`config.mk`:
```
export PLATFORM = sky130hd
export DESIGN_NAME = multdiv_seq_flat
export DESIGN_NICKNAME = d
export VERILOG_FILES = /design/src/rtl/multdiv_seq_if.sv /design/src/rtl/multdiv_seq.sv /design/src/flat_wrapper.sv
export SDC_FILE = /design/constraint.sdc
export NUM_CORES = 1
export LEC_CHECK = 0
export BUFFER_PORTS_ARGS = -buffer_cell sky130_fd_sc_hd__buf_2
export CORE_ASPECT_RATIO = 0.8
export CORE_MARGIN = 10
export CORE_UTILIZATION = 60
export DETAILED_ROUTE_END_ITERATION = 16
export PLACE_DENSITY_LB_ADDON = 0.3
export RECOVER_POWER = 50
export SYNTH_ARGS = -nofsm -noshare
export SYNTH_HDL_FRONTEND = slang
export SYNTH_SLANG_ARGS = --single-unit
```
`constraint.sdc`:
```
create_clock -name clock -period 9.3 [get_ports clock]
set_input_delay 1.395 -clock clock [delete_from_list [all_inputs] [get_ports clock]]
set_output_delay 1.395 -clock clock [all_outputs]
set_load 0.05 [all_outputs]
```
`src/rtl/multdiv_seq_if.sv`:
```
// multdiv_seq_if: start/operand/result bundle between pipeline control and multdiv_seq
interface multdiv_seq_if #(parameter int WIDTH = 32);
  logic ctrl_MULT, ctrl_DIV;
  logic [WIDTH-1:0] data_operandA, data_operandB, data_result;
  logic data_exception, data_resultRDY;
  modport master(output ctrl_MULT, ctrl_DIV, data_operandA, data_operandB,
                 input data_result, data_exception, data_resultRDY);
  modport slave(input ctrl_MULT, ctrl_DIV, data_operandA, data_operandB,
                output data_result, data_exception, data_resultRDY);
endinterface

```
`src/rtl/multdiv_seq.sv`:
```
// multdiv_seq: signed multicycle multiply/divide sharing one adder, one step per clock
module multdiv_seq #(parameter int WIDTH = 32) (
  input logic clock,
  input logic reset,
  multdiv_seq_if.slave bus
);
  typedef enum logic [1:0] {IDLE, MUL, DIV, DONE} state_t;
  localparam int CW = $clog2(WIDTH);
  state_t state, state_nx;
  logic [CW-1:0] cnt;
  logic [2*WIDTH-1:0] p, p_step, sh, prod;
  logic [WIDTH-1:0] m, ma, mb, res, res_nx, q;
  logic [WIDTH:0] base, addend, sum;
  logic neg, exc, exc_nx, start, last, is_div, div0;
  assign start = bus.ctrl_MULT | bus.ctrl_DIV;
  assign ma = bus.data_operandA[WIDTH-1] ? -bus.data_operandA : bus.data_operandA;
  assign mb = bus.data_operandB[WIDTH-1] ? -bus.data_operandB : bus.data_operandB;
  assign last = cnt == CW'(WIDTH-1);
  assign is_div = state == DIV;
  assign div0 = is_div && m == '0;
  // p holds {partial product, multiplier} for MUL and {remainder, dividend/quotient} for DIV
  assign sh = {p[2*WIDTH-2:0], 1'b0};
  assign base = is_div ? {1'b0, sh[2*WIDTH-1:WIDTH]} : {1'b0, p[2*WIDTH-1:WIDTH]};
  assign addend = is_div ? ~{1'b0, m} : (p[0] ? {1'b0, m} : '0);
  assign sum = base + addend + (WIDTH+1)'(is_div);
  assign p_step = is_div ? (sum[WIDTH] ? sh : {sum[WIDTH-1:0], sh[WIDTH-1:1], 1'b1})
                         : {sum, p[WIDTH-1:1]};
  assign prod = neg ? -p_step : p_step;
  assign q = neg ? -p_step[WIDTH-1:0] : p_step[WIDTH-1:0];
  assign bus.data_result = res;
  assign bus.data_exception = exc;
  assign bus.data_resultRDY = state == DONE;
  always_comb begin
    state_nx = start ? (bus.ctrl_MULT ? MUL : DIV)
             : state == MUL ? (last ? DONE : MUL)
             : is_div ? ((last || div0) ? DONE : DIV)
             : IDLE;
    res_nx = start ? '0
           : (state == MUL && last) ? prod[WIDTH-1:0]
           : div0 ? '0
           : (is_div && last) ? q
           : res;
    exc_nx = start ? 1'b0
           : (state == MUL && last) ? prod[2*WIDTH-1:WIDTH] != {WIDTH{prod[WIDTH-1]}}
           : div0 ? 1'b1
           : (is_div && last) ? p_step[WIDTH-1] & ~neg
           : exc;
  end
  always_ff @(posedge clock) begin
    if (reset) begin
      state <= IDLE;
      cnt <= '0;
      res <= '0;
      exc <= 1'b0;
      p <= '0;
      m <= '0;
      neg <= 1'b0;
    end else begin
      state <= state_nx;
      res <= res_nx;
      exc <= exc_nx;
      if (start) begin
        cnt <= '0;
        p <= {{WIDTH{1'b0}}, bus.ctrl_MULT ? mb : ma};
        m <= bus.ctrl_MULT ? ma : mb;
        neg <= bus.data_operandA[WIDTH-1] ^ bus.data_operandB[WIDTH-1];
      end else if (state == MUL || is_div) begin
        cnt <= cnt + 1'b1;
        p <= p_step;
      end
    end
  end
endmodule

```
`src/flat_wrapper.sv`:
```
// flat-port wrapper written by rule: the top's interface ports become plain ports
module multdiv_seq_flat 
#(parameter int WIDTH = 32)
  (clock, reset, bus_ctrl_MULT, bus_ctrl_DIV, bus_data_operandA, bus_data_operandB, bus_data_result, bus_data_exception, bus_data_resultRDY);
  multdiv_seq_if #(.WIDTH(WIDTH)) bus_i ();
  input logic clock;
  input logic reset;
  input wire logic [$bits(bus_i.ctrl_MULT)-1:0] bus_ctrl_MULT;
  input wire logic [$bits(bus_i.ctrl_DIV)-1:0] bus_ctrl_DIV;
  input wire logic [$bits(bus_i.data_operandA)-1:0] bus_data_operandA;
  input wire logic [$bits(bus_i.data_operandB)-1:0] bus_data_operandB;
  output wire logic [$bits(bus_i.data_result)-1:0] bus_data_result;
  output wire logic [$bits(bus_i.data_exception)-1:0] bus_data_exception;
  output wire logic [$bits(bus_i.data_resultRDY)-1:0] bus_data_resultRDY;
  assign bus_i.ctrl_MULT = bus_ctrl_MULT;
  assign bus_i.ctrl_DIV = bus_ctrl_DIV;
  assign bus_i.data_operandA = bus_data_operandA;
  assign bus_i.data_operandB = bus_data_operandB;
  assign bus_data_result = bus_i.data_result;
  assign bus_data_exception = bus_i.data_exception;
  assign bus_data_resultRDY = bus_i.data_resultRDY;
  multdiv_seq #(.WIDTH(WIDTH)) u_core (.clock(clock), .reset(reset), .bus(bus_i));
endmodule
```
After elaboration in Yosys (flattened, before gate mapping)
Cells that the tools add are included.
{"block": "word_totals", "register_bits": 137, "out_inout_bits": 34}
{"block": "op_classes", "n_addsub": 7, "n_eq_ne": 5, "muxes": 25, "bitwise": 5, "n_reduce_logical": 9}
{"cell": "two-way mux 32 bit", "n": 12}
{"cell": "two-way mux 64 bit", "n": 3}
{"cell": "negation 32 bit", "n": 3}
{"cell": "negation 64 bit", "n": 1}
{"cell": "adder 33 x 1 -> 33 bit", "n": 1}
{"cell": "adder 33 bit", "n": 1}
{"cell": "two-way mux 33 bit", "n": 1}
{"cell": "inverter 32 -> 33 bit", "n": 1}
{"cell": "zero test 32 bit", "n": 1}
{"cell": "inequality test 32 bit", "n": 1}
{"cell": "two-way mux 2 bit", "n": 5}
{"cell": "adder 5 x 1 -> 5 bit, second input constant", "n": 1}
{"cell": "== test 5 bit, second input constant", "n": 1}
{"cell": "== test 2 bit, second input constant", "n": 2}
{"cell": "two-way mux 1 bit", "n": 4}
{"cell": "logical AND 1 bit", "n": 3}
{"cell": "nonzero test 3 bit", "n": 1}
{"cell": "== test 2 x 1 -> 1 bit, second input constant", "n": 1}
{"cell": "logical OR 1 bit", "n": 2}
{"cell": "nonzero test 2 bit", "n": 1}
{"cell": "OR reduction 2 bit", "n": 1}
{"cell": "bitwise AND 1 bit", "n": 1}
{"cell": "inverter 1 bit", "n": 1}
{"cell": "OR 1 bit", "n": 1}
{"cell": "XOR 1 bit", "n": 1}

Depth between registers and ports, before layout
Gate-level depths: netlist of the first run.
{"block": "logic_depth", "depth_word": 11, "ltp_mapped": 36, "mapped_depth_nobuf": 27}

Worst setup path after synthesis of the first run
Ideal clock, no wire load.
{"block": "synth_timing", "path_kind": "register -> register", "from": "register u_core.state[0]", "to": "register u_core.exc, in the netlist u_core.bus.data_exception", "setup_time_ns": 0.127, "arrival_time_ns": 7.929, "required_ns": 9.173, "setup_slack_ns": 1.245, "stages_incl_launch_ff": 36, "n_path_buf": 10, "period_less_slack_ns": 8.055, "cell_sequence": "dfxtp_1 inv_1 ha_1 buf_2 buf_1 clkbuf_1 clkbuf_1 buf_1 buf_1 clkbuf_1 buf_1 mux2_2 inv_1 fa_1 inv_1 fa_1 a211oi_2 o211ai_2 a31oi_4 a2111oi_4 buf_6 a211o_1 inv_1 ha_1 o211ai_1 nor3_1 nand4_1 nor4_1 and4_1 buf_2 nand3_1 o31ai_1 xnor2_1 or4_1 mux2i_1 a31oi_1"}
{"block": "synth_between", "elab_chain_cells": 10, "word_cells_on_any_way": 19, "cone_classes": "add/sub: 3; eq/ne: 3; mux: 8; bitwise: 1; reduce/logical: 4"}
{"element": "start, declared", "line_no": "multdiv_seq.sv:9", "source": "state_t state, state_nx;"}
{"element": "start signal, assigned", "line_no": "multdiv_seq.sv:59", "source": "state <= state_nx;"}
{"element": "== test 2 bit", "line_no": "multdiv_seq.sv:19", "source": "assign is_div = state == DIV;"}
{"element": "two-way mux 32 bit or two-way mux 33 bit (tied branches)", "line_no": "multdiv_seq.sv:23, multdiv_seq.sv:24"}
{"element": "adder 33 bit", "line_no": "multdiv_seq.sv:25", "source": "assign sum = base + addend + (WIDTH+1)'(is_div);"}
{"element": "adder 33 x 1 -> 33 bit", "line_no": "multdiv_seq.sv:25"}
{"element": "two-way mux 64 bit (2 in a row)", "line_no": "multdiv_seq.sv:26", "source": "assign p_step = is_div ? (sum[WIDTH] ? sh : {sum[WIDTH-1:0], sh[WIDTH-1:1], 1'b1})"}
{"element": "negation 64 bit", "line_no": "multdiv_seq.sv:28", "source": "assign prod = neg ? -p_step : p_step;"}
{"element": "two-way mux 64 bit", "line_no": "multdiv_seq.sv:28"}
{"element": "inequality test 32 bit", "line_no": "multdiv_seq.sv:44", "source": ": (state == MUL && last) ? prod[2*WIDTH-1:WIDTH] != {WIDTH{prod[WIDTH-1]}}"}
{"element": "two-way mux 1 bit", "line_no": "multdiv_seq.sv:44"}
{"element": "end signal, assigned", "line_no": "multdiv_seq.sv:61", "source": "exc <= exc_nx;"}
{"element": "end, declared", "line_no": "multdiv_seq.sv:14", "source": "logic neg, exc, exc_nx, start, last, is_div, div0;"}
Parallel ways exist; a longest one is shown, timed or not. The select of a mux whose other input is x is not followed.
A chain may end at the register's enable or synchronous reset.

Worst setup path in the final report of the first run
{"block": "layout_timing", "from": "input bus_ctrl_DIV", "to": "register u_core.exc, in the netlist u_core.bus.data_exception"}
{"block": "layout_between", "elab_chain_cells": 2}
{"element": "start, declared", "line_no": "flat_wrapper.sv:9", "source": "input wire logic [$bits(bus_i.ctrl_DIV)-1:0] bus_ctrl_DIV;"}
{"element": "OR 1 bit", "line_no": "multdiv_seq.sv:15", "source": "assign start = bus.ctrl_MULT | bus.ctrl_DIV;"}
{"element": "OR reduction 2 bit (no source line)"}
No other way between the ends.

==> results.sh, run 1 <==
export IMPL_yosysTopAreaCellShare_pct=20.3
export IMPL_multi_input_area_um2=10100
export IMPL_fillers=2035
export IMPL_setup_tns_ns=0
export IMPL_wl_mm=49.8
export IMPL_crit_required_ns=9.62
export IMPL_reg2regPathDepth=21
export IMPL_crit_slowest_cell="clkbuf_1"
export IMPL_synth_seq_area_share_pct=20.3
export IMPL_port_buffers=101
export IMPL_ys_warn_count=0
export IMPL_synth_enable_flop_cells=0
export IMPL_die_area_um2=28900
export IMPL_grt_pass1_vias=12900
export IMPL_crit_arrival_ns=8.26
export IMPL_rrSetupSlack_ns=1.47
export IMPL_slew_headroom_pct=-161
export IMPL_regToRegStartpoint="u_core.state[0]"
export IMPL_antenna_found_initial=1
export IMPL_final_core_util_pct=66.3
export IMPL_hold_buffers=0
export IMPL_vias_per_cell=6.84
export IMPL_coreArea_um2=21900
export IMPL_crit_type="input pin to register"
export IMPL_cp_start_kind="input pin"
export IMPL_layout_drive_gt1_share_pct=12.6
export IMPL_endpoint_kind="register"
export IMPL_fmax_mhz=126
export IMPL_ys_types=101
export IMPL_r2r_end="u_core.bus.data_exception"
export IMPL_dpl_cell_area_um2=14000
export IMPL_crit_fanout=93
export IMPL_violations="capacitance limit, slew limit"
export IMPL_p_leak_nw=5.22
export IMPL_cts_sinks=137
export IMPL_syn_nets=1936
export IMPL_cts_tree="built"
export IMPL_ir_drop_v=0.000145
export IMPL_initial_core_util_pct=61.7
export IMPL_postCtsSetupBuffers=0
export IMPL_synthToLayoutAreaGrowth_pct=7.50
export IMPL_synthTopCellsByArea="dfxtp_1, nor2_1, nand2_1"
export IMPL_pin_count=102
export IMPL_crit_buf_inv=3
export IMPL_yosysMostFrequentCell="nor2_1"
export IMPL_setup_viol_count_final=0
export IMPL_clk_pin_slew_ns=0.06
export IMPL_path_cells="clkbuf_1 > clkbuf_1 > or3_2 > clkbuf_1 > a21oi_1 > o21ai_0 > a31oi_1"
export IMPL_hold_viol=0
export IMPL_clk_path_buf_depth=2
export IMPL_rows=48
export IMPL_crit_family="buffers and inverters"
export IMPL_nNetsFinal=1947
export IMPL_rsz0062_at_grt="no"
export IMPL_antenna_cells=0
export IMPL_cts_root_buffer="clkbuf_16"
export IMPL_worst_slew_pin_slew_ns=3.91
export IMPL_ctsHtreeMaxLevel=4
export IMPL_die_w_um=188
export IMPL_grt_pass1_wl_mm=74.8
export IMPL_seq_area_um2=2740
export IMPL_ys_flop_type="dfxtp_1"
export IMPL_hold_path_class="register to register"
export IMPL_synthTopCellsByCount="nor2_1, nand2_1, dfxtp_1, a21oi_1, o21ai_0"
export IMPL_status="finished with violations"
export IMPL_clk_latency_ns=0.44
export IMPL_final_area_um2=14500
export IMPL_vias=14700
export IMPL_syn_area_um2=13500
export IMPL_overflow=0
export IMPL_async_reset_ff_share_pct=0
export IMPL_initialDrtViolationCount=2671
export IMPL_ys_ff_latch=137
export IMPL_gp_congestion=1.01
export IMPL_max_stage_delay_ns=2.81
export IMPL_synth_area_per_cell_um2=7.39
export IMPL_worstHoldEndpoint="u_core.p[0]"
export IMPL_cp_common_cell="clkbuf_1"
export IMPL_die_h_um=154
export IMPL_min_path_cells=2
export IMPL_numCtsBuffers=17
export IMPL_crit_start="bus_ctrl_DIV"
export IMPL_wl_per_cell_um=23.2
export IMPL_postRouteAntennaNets=0
export IMPL_cap_violations=3
export IMPL_grt_max_degree=94
export IMPL_grt_total_usage_pct=32.2
export IMPL_clock_skew_ns=0.0130
export IMPL_yosysTopAreaCell="dfxtp_1"
export IMPL_cts_resized=0
export IMPL_finalMaxSlewViolations=223
export IMPL_hpwl_mm=37.2
export IMPL_power_density_nw_per_um2=134
export IMPL_drcViolationCount=0
export IMPL_period_share_pct=85.4
export IMPL_syn_inst=1825
export IMPL_hp_start="u_core.p[0]"
export IMPL_fin_crit_ns=7.94
export IMPL_first_pass_iters=7
export IMPL_hold_ws_ns=0.496
-- per-layer routing --
layer	GRT usage [%]	share of wire, %	vias to the layer above
met3	12.0	15	71
met5	0	0.038	-
met4	6.58	1.8	2
met2	41.7	38	964
li1	-	-	6789
met1	48.3	45	6871
-- registers in the layout (all words and copies together) (netlist names) --
signal	cells
u_core.neg	1
u_core.p	64
u_core.m	32
u_core.bus.data_result	32
u_core.bus.data_exception	1
u_core.state	2
u_core.cnt	5
-- per-stage QoR --
step / std cells / total power [mW] / setup WS (ns)
after floorplan: 1825 / 1.05 / 1.24
after global placement: 2117 / 1.23 / 1.77
after detailed placement: 2117 / 1.23 / 1.72
after CTS: 2149 / 1.91 / 1.66
after global routing: 2149 / 2.01 / 0.921
final: 2149 / 1.95 / 1.36
-- worst register-to-register path, delay by kind of cell, from the launching register on --
kind	cells	cell delay [ns]
adder cells (fa/ha/maj)	2	0.88
flip-flops	1	0.37
buffers and inverters	4	1.56
AO/OA/AOI/OAI	9	2.95
AND/OR/NAND/NOR	6	1.96
-- layout make-up --
type | instances | share of cell area [%]
inverter | 31 | 0.802
clock inverter | 14 | 1.05
multi-input combinational | 1527 | 69.5
timing repair buffer | 122 | 4.20
sequential | 137 | 18.9
clock buffer | 18 | 2.96
tap | 300 | 2.59
-- power breakdown --
part | internal [mW] | switching, mW | total, mW
combinational | 0.204 | 0.392 | 0.596
clock | 0.380 | 0.314 | 0.695
sequential | 0.614 | 0.0446 | 0.659
total | 1.20 | 0.751 | 1.95
-- how the worst max path moves through the flow --
stage                                           end  slack (ns)  cells past startpoint
after global placement    u_core.bus.data_exception        1.77                     21
after detailed placement  u_core.bus.data_exception        1.72                     21
after global routing      u_core.bus.data_exception        0.92                      7
after floorplan           u_core.bus.data_exception        1.24                     35
after CTS                 u_core.bus.data_exception        1.66                     21
final                     u_core.bus.data_exception        1.36                      7
-- cells by family (layout without fill, tap and decap cells) --
logic type,count (synthesis),after routing,synth area share (%)
buf+inv,161,185,5.13
xor+xnor,132,132,8.57
mux,93,93,7.38
fa+ha+maj,44,44,4.17
compound gates,595,595,31.0
simple gates,663,663,23.4
flops,137,137,20.3
-- cells in the final DEF (no fill, tap or decap), types with 43 or more instances in the layout --
cell,n
xor2_1,71
o21ai_0,100
a21oi_1,128
mux2i_1,43
nor3_1,43
dfxtp_1,136
nand2_1,171
buf_2,64
xnor2_1,61
mux2_2,47
a211oi_1,80
nor2_1,260
(Power assumes the default switching activity.)
==> run 2, diff against run 1 <==
CTS_BUF_LIST = sky130_fd_sc_hd__clkbuf_4   (was default)
==> run 2 against run 1 <==
  * Maximum frequency grew 1.2%
  * Critical path depth grew 14
  * Sequential share of layout area grew 0.39 points
  * Clock-buffer cell count is the same
  * Die area is the same
  * The run still ends with capacitance limit, slew limit left
  * Non-clock buffer count is the same
  * Largest power group is now registers
  * Combinational power is essentially flat
  * Flip-flop and latch count is the same
  * Via count grew 0.29%
  * Sequential power is essentially flat
  * Wire length shrank 1.2%
  * Critical path type is now register to register
  * Highest routed layer unchanged
  * Cell area shrank 2.0%
  * Largest cell class unchanged
==> results.sh, run 2 (synthesis results as in run 1) <==
export IMPL_nNetsFinal=1947
export IMPL_gp_congestion=1.01
export IMPL_first_pass_iters=7
export IMPL_crit_family="compound AO/OA/AOI/OAI gates"
export IMPL_crit_buf_inv=4
export IMPL_worst_slew_pin_slew_ns=3.94
export IMPL_fin_crit_ns=7.84
export IMPL_slew_headroom_pct=-163
export IMPL_met1Wirelength_mm=22.1
export IMPL_layout_common_cells="nor2_1, nand2_1, dfxtp_1"
export IMPL_die_w_um=188
export IMPL_crit_slowest_cell="inv_1"
export IMPL_vias_per_cell=6.86
export IMPL_p_leak_nw=5.09
export IMPL_ir_drop_v=0.000102
export IMPL_drcViolationCount=0
export IMPL_path_cells="inv_1 > ha_1 > buf_4 > inv_1 > o21ai_0 > fa_1 > a211oi_2 > o211ai_2 > a31o_2 > o211ai_2 > a211oi_4 > o311ai_1 > buf_4 > nand4_1 > or3_1 > nor3b_1 > o21bai_1 > nor4bb_1 > nand4b_1 > nor4_1 > a31oi_1"
export IMPL_p_total_mw=1.68
export IMPL_grt_pass1_vias=12600
export IMPL_initialDrtViolationCount=2559
export IMPL_intPower_mw=0.966
export IMPL_cp_endpoint="u_core.bus.data_exception"
export IMPL_cts_sinks=137
export IMPL_crit_arrival_ns=8.30
export IMPL_layout_drive_gt1_share_pct=12.7
export IMPL_crit_required_ns=9.76
export IMPL_grt_total_usage_pct=31.8
export IMPL_port_buffers=101
export IMPL_cp_start_kind="register"
export IMPL_die_h_um=154
export IMPL_r2r_end="u_core.bus.data_exception"
export IMPL_cts_resized=0
export IMPL_crit_start="u_core.state[0]"
export IMPL_grt_pass1_wl_mm=73.9
export IMPL_met3WireLength_mm=7.62
export IMPL_coreArea_um2=21900
export IMPL_antenna_found_initial=2
export IMPL_seq_power_share_pct=39.3
export IMPL_fillers=2079
export IMPL_postCtsSetupBuffers=0
export IMPL_wl_per_cell_um=22.9
export IMPL_postRouteAntennaNets=0
export IMPL_max_stage_delay_ns=0.87
export IMPL_final_core_util_pct=65.0
export IMPL_switching_power_mw=0.710
export IMPL_wl_met2_mm=18.5
export IMPL_initial_core_util_pct=61.7
export IMPL_clk_path_buf_depth=2
export IMPL_hold_path_class="register to register"
export IMPL_vias=14700
export IMPL_numCtsBuffers=17
export IMPL_hpwl_mm=37.2
export IMPL_ctsHtreeMaxLevel=4
export IMPL_finalMaxSlewViolations=223
export IMPL_synthToLayoutAreaGrowth_pct=5.34
export IMPL_setup_tns_ns=0
export IMPL_clk_pin_slew_ns=0.14
export IMPL_regMostFlops="u_core.p"
export IMPL_crit_fanout=43
export IMPL_cap_violations=3
export IMPL_regToRegStartpoint="u_core.state[0]"
export IMPL_period_share_pct=84.4
export IMPL_cp_depth=21
export IMPL_route_top_layer_used="met5"
export IMPL_grt_max_degree=94
export IMPL_hold_viol=0
export IMPL_clk_latency_ns=0.58
export IMPL_wl_mm=49.2
export IMPL_rows=48
export IMPL_clock_power_share_pct=25.2
export IMPL_setup_viol_count_final=0
export IMPL_endpoint_kind="register"
export IMPL_power_share_combinational_pct=35.5
export IMPL_status="finished with violations"
export IMPL_crit_type="register to register"
export IMPL_mostFrequentLayoutCell="nor2_1"
export IMPL_rsz0062_at_grt="no"
export IMPL_reg2regPathDepth=21
export IMPL_rrSetupSlack_ns=1.46
export IMPL_cts_root_buffer="clkbuf_4"
export IMPL_fmax_mhz=127
export IMPL_power_density_nw_per_um2=118
export IMPL_largest_register_ffs=64
export IMPL_cts_tree="built"
export IMPL_overflow=0
export IMPL_hold_buffers=0
export IMPL_violations="capacitance limit, slew limit"
export IMPL_clock_skew_ns=0.0293
export IMPL_swShare_pct=42.4
export IMPL_die_area_um2=28900
export IMPL_pin_count=102
-- run 2: how the worst min path moves through the flow --
| stage | start | endpoint | slack, ns | cells past startpoint |
|---|---|---|---|---|
| 4_1_cts | u_core.p[0] | u_core.p[0] | 0.49 | 2 |
| 5_1_grt | u_core.p[47] | u_core.p[47] | 0.54 | 2 |
| 3_3_place_gp | u_core.p[0] | u_core.p[0] | 0.46 | 2 |
| 3_5_place_dp | u_core.p[0] | u_core.p[0] | 0.47 | 2 |
| 6_report | u_core.p[0] | u_core.p[0] | 0.50 | 2 |
| 2_1_floorplan | u_core.p[0] | u_core.p[0] | 0.44 | 2 |
-- run 2: routing by layer --
metal  vias up  global-route usage, %
li1       6801                      -
met1      6876                   48.3
met2       989                   40.4
met3        72                   11.4
met4         2                   6.96
met5         -                      0
-- run 2: layout make-up --
class | instances | area [um^2] | share of cell area [%]
diodes | 1 | 2.50 | 0.0176
inverters | 31 | 116 | 0.819
flip-flops and latches | 137 | 2740 | 19.3
well taps | 300 | 375 | 2.64
multi-input cells | 1527 | 10100 | 70.9
repair buffers | 122 | 609 | 4.29
clock buffers | 18 | 135 | 0.951
clock inverters | 14 | 153 | 1.07
-- run 2: worst reg2reg max path, stage by stage, from the launching register on --
cell	delay [ns]
dfxtp_1	0.40
inv_1	0.10
ha_1	0.31
buf_4	0.28
inv_1	0.88
o21ai_0	0.36
fa_1	0.57
a211oi_2	0.29
o211ai_2	0.18
a31o_2	0.30
o211ai_2	0.80
a211oi_4	0.32
o311ai_1	0.44
buf_4	0.26
nand4_1	0.23
or3_1	0.66
nor3b_1	0.27
o21bai_1	0.16
nor4bb_1	0.32
nand4b_1	0.18
nor4_1	0.31
a31oi_1	0.11
-- run 2: through the flow --
| stage | instances | worst slack [ns] | hold slack [ns] | instance area [um^2] |
|---|---|---|---|---|
| 2_1_floorplan | 1825 | 1.24 | 0.437 | 13500 |
| 3_3_place_gp | 2117 | 1.77 | 0.455 | 14000 |
| 3_5_place_dp | 2117 | 1.72 | 0.470 | 14000 |
| 4_1_cts | 2149 | 1.65 | 0.495 | 14300 |
| 5_1_grt | 2150 | 1.06 | 0.539 | 14200 |
| 6_report | 2150 | 1.46 | 0.497 | 14200 |
-- run 2: power by group through the flow --
stage / Sequential [mW] / Clock, mW / Combinational (mW)
2_1_floorplan: 0.648 / 0 / 0.404
3_5_place_dp: 0.667 / 0 / 0.561
3_3_place_gp: 0.666 / 0 / 0.560
5_1_grt: 0.659 / 0.440 / 0.635
6_report: 0.658 / 0.423 / 0.594
4_1_cts: 0.655 / 0.419 / 0.567
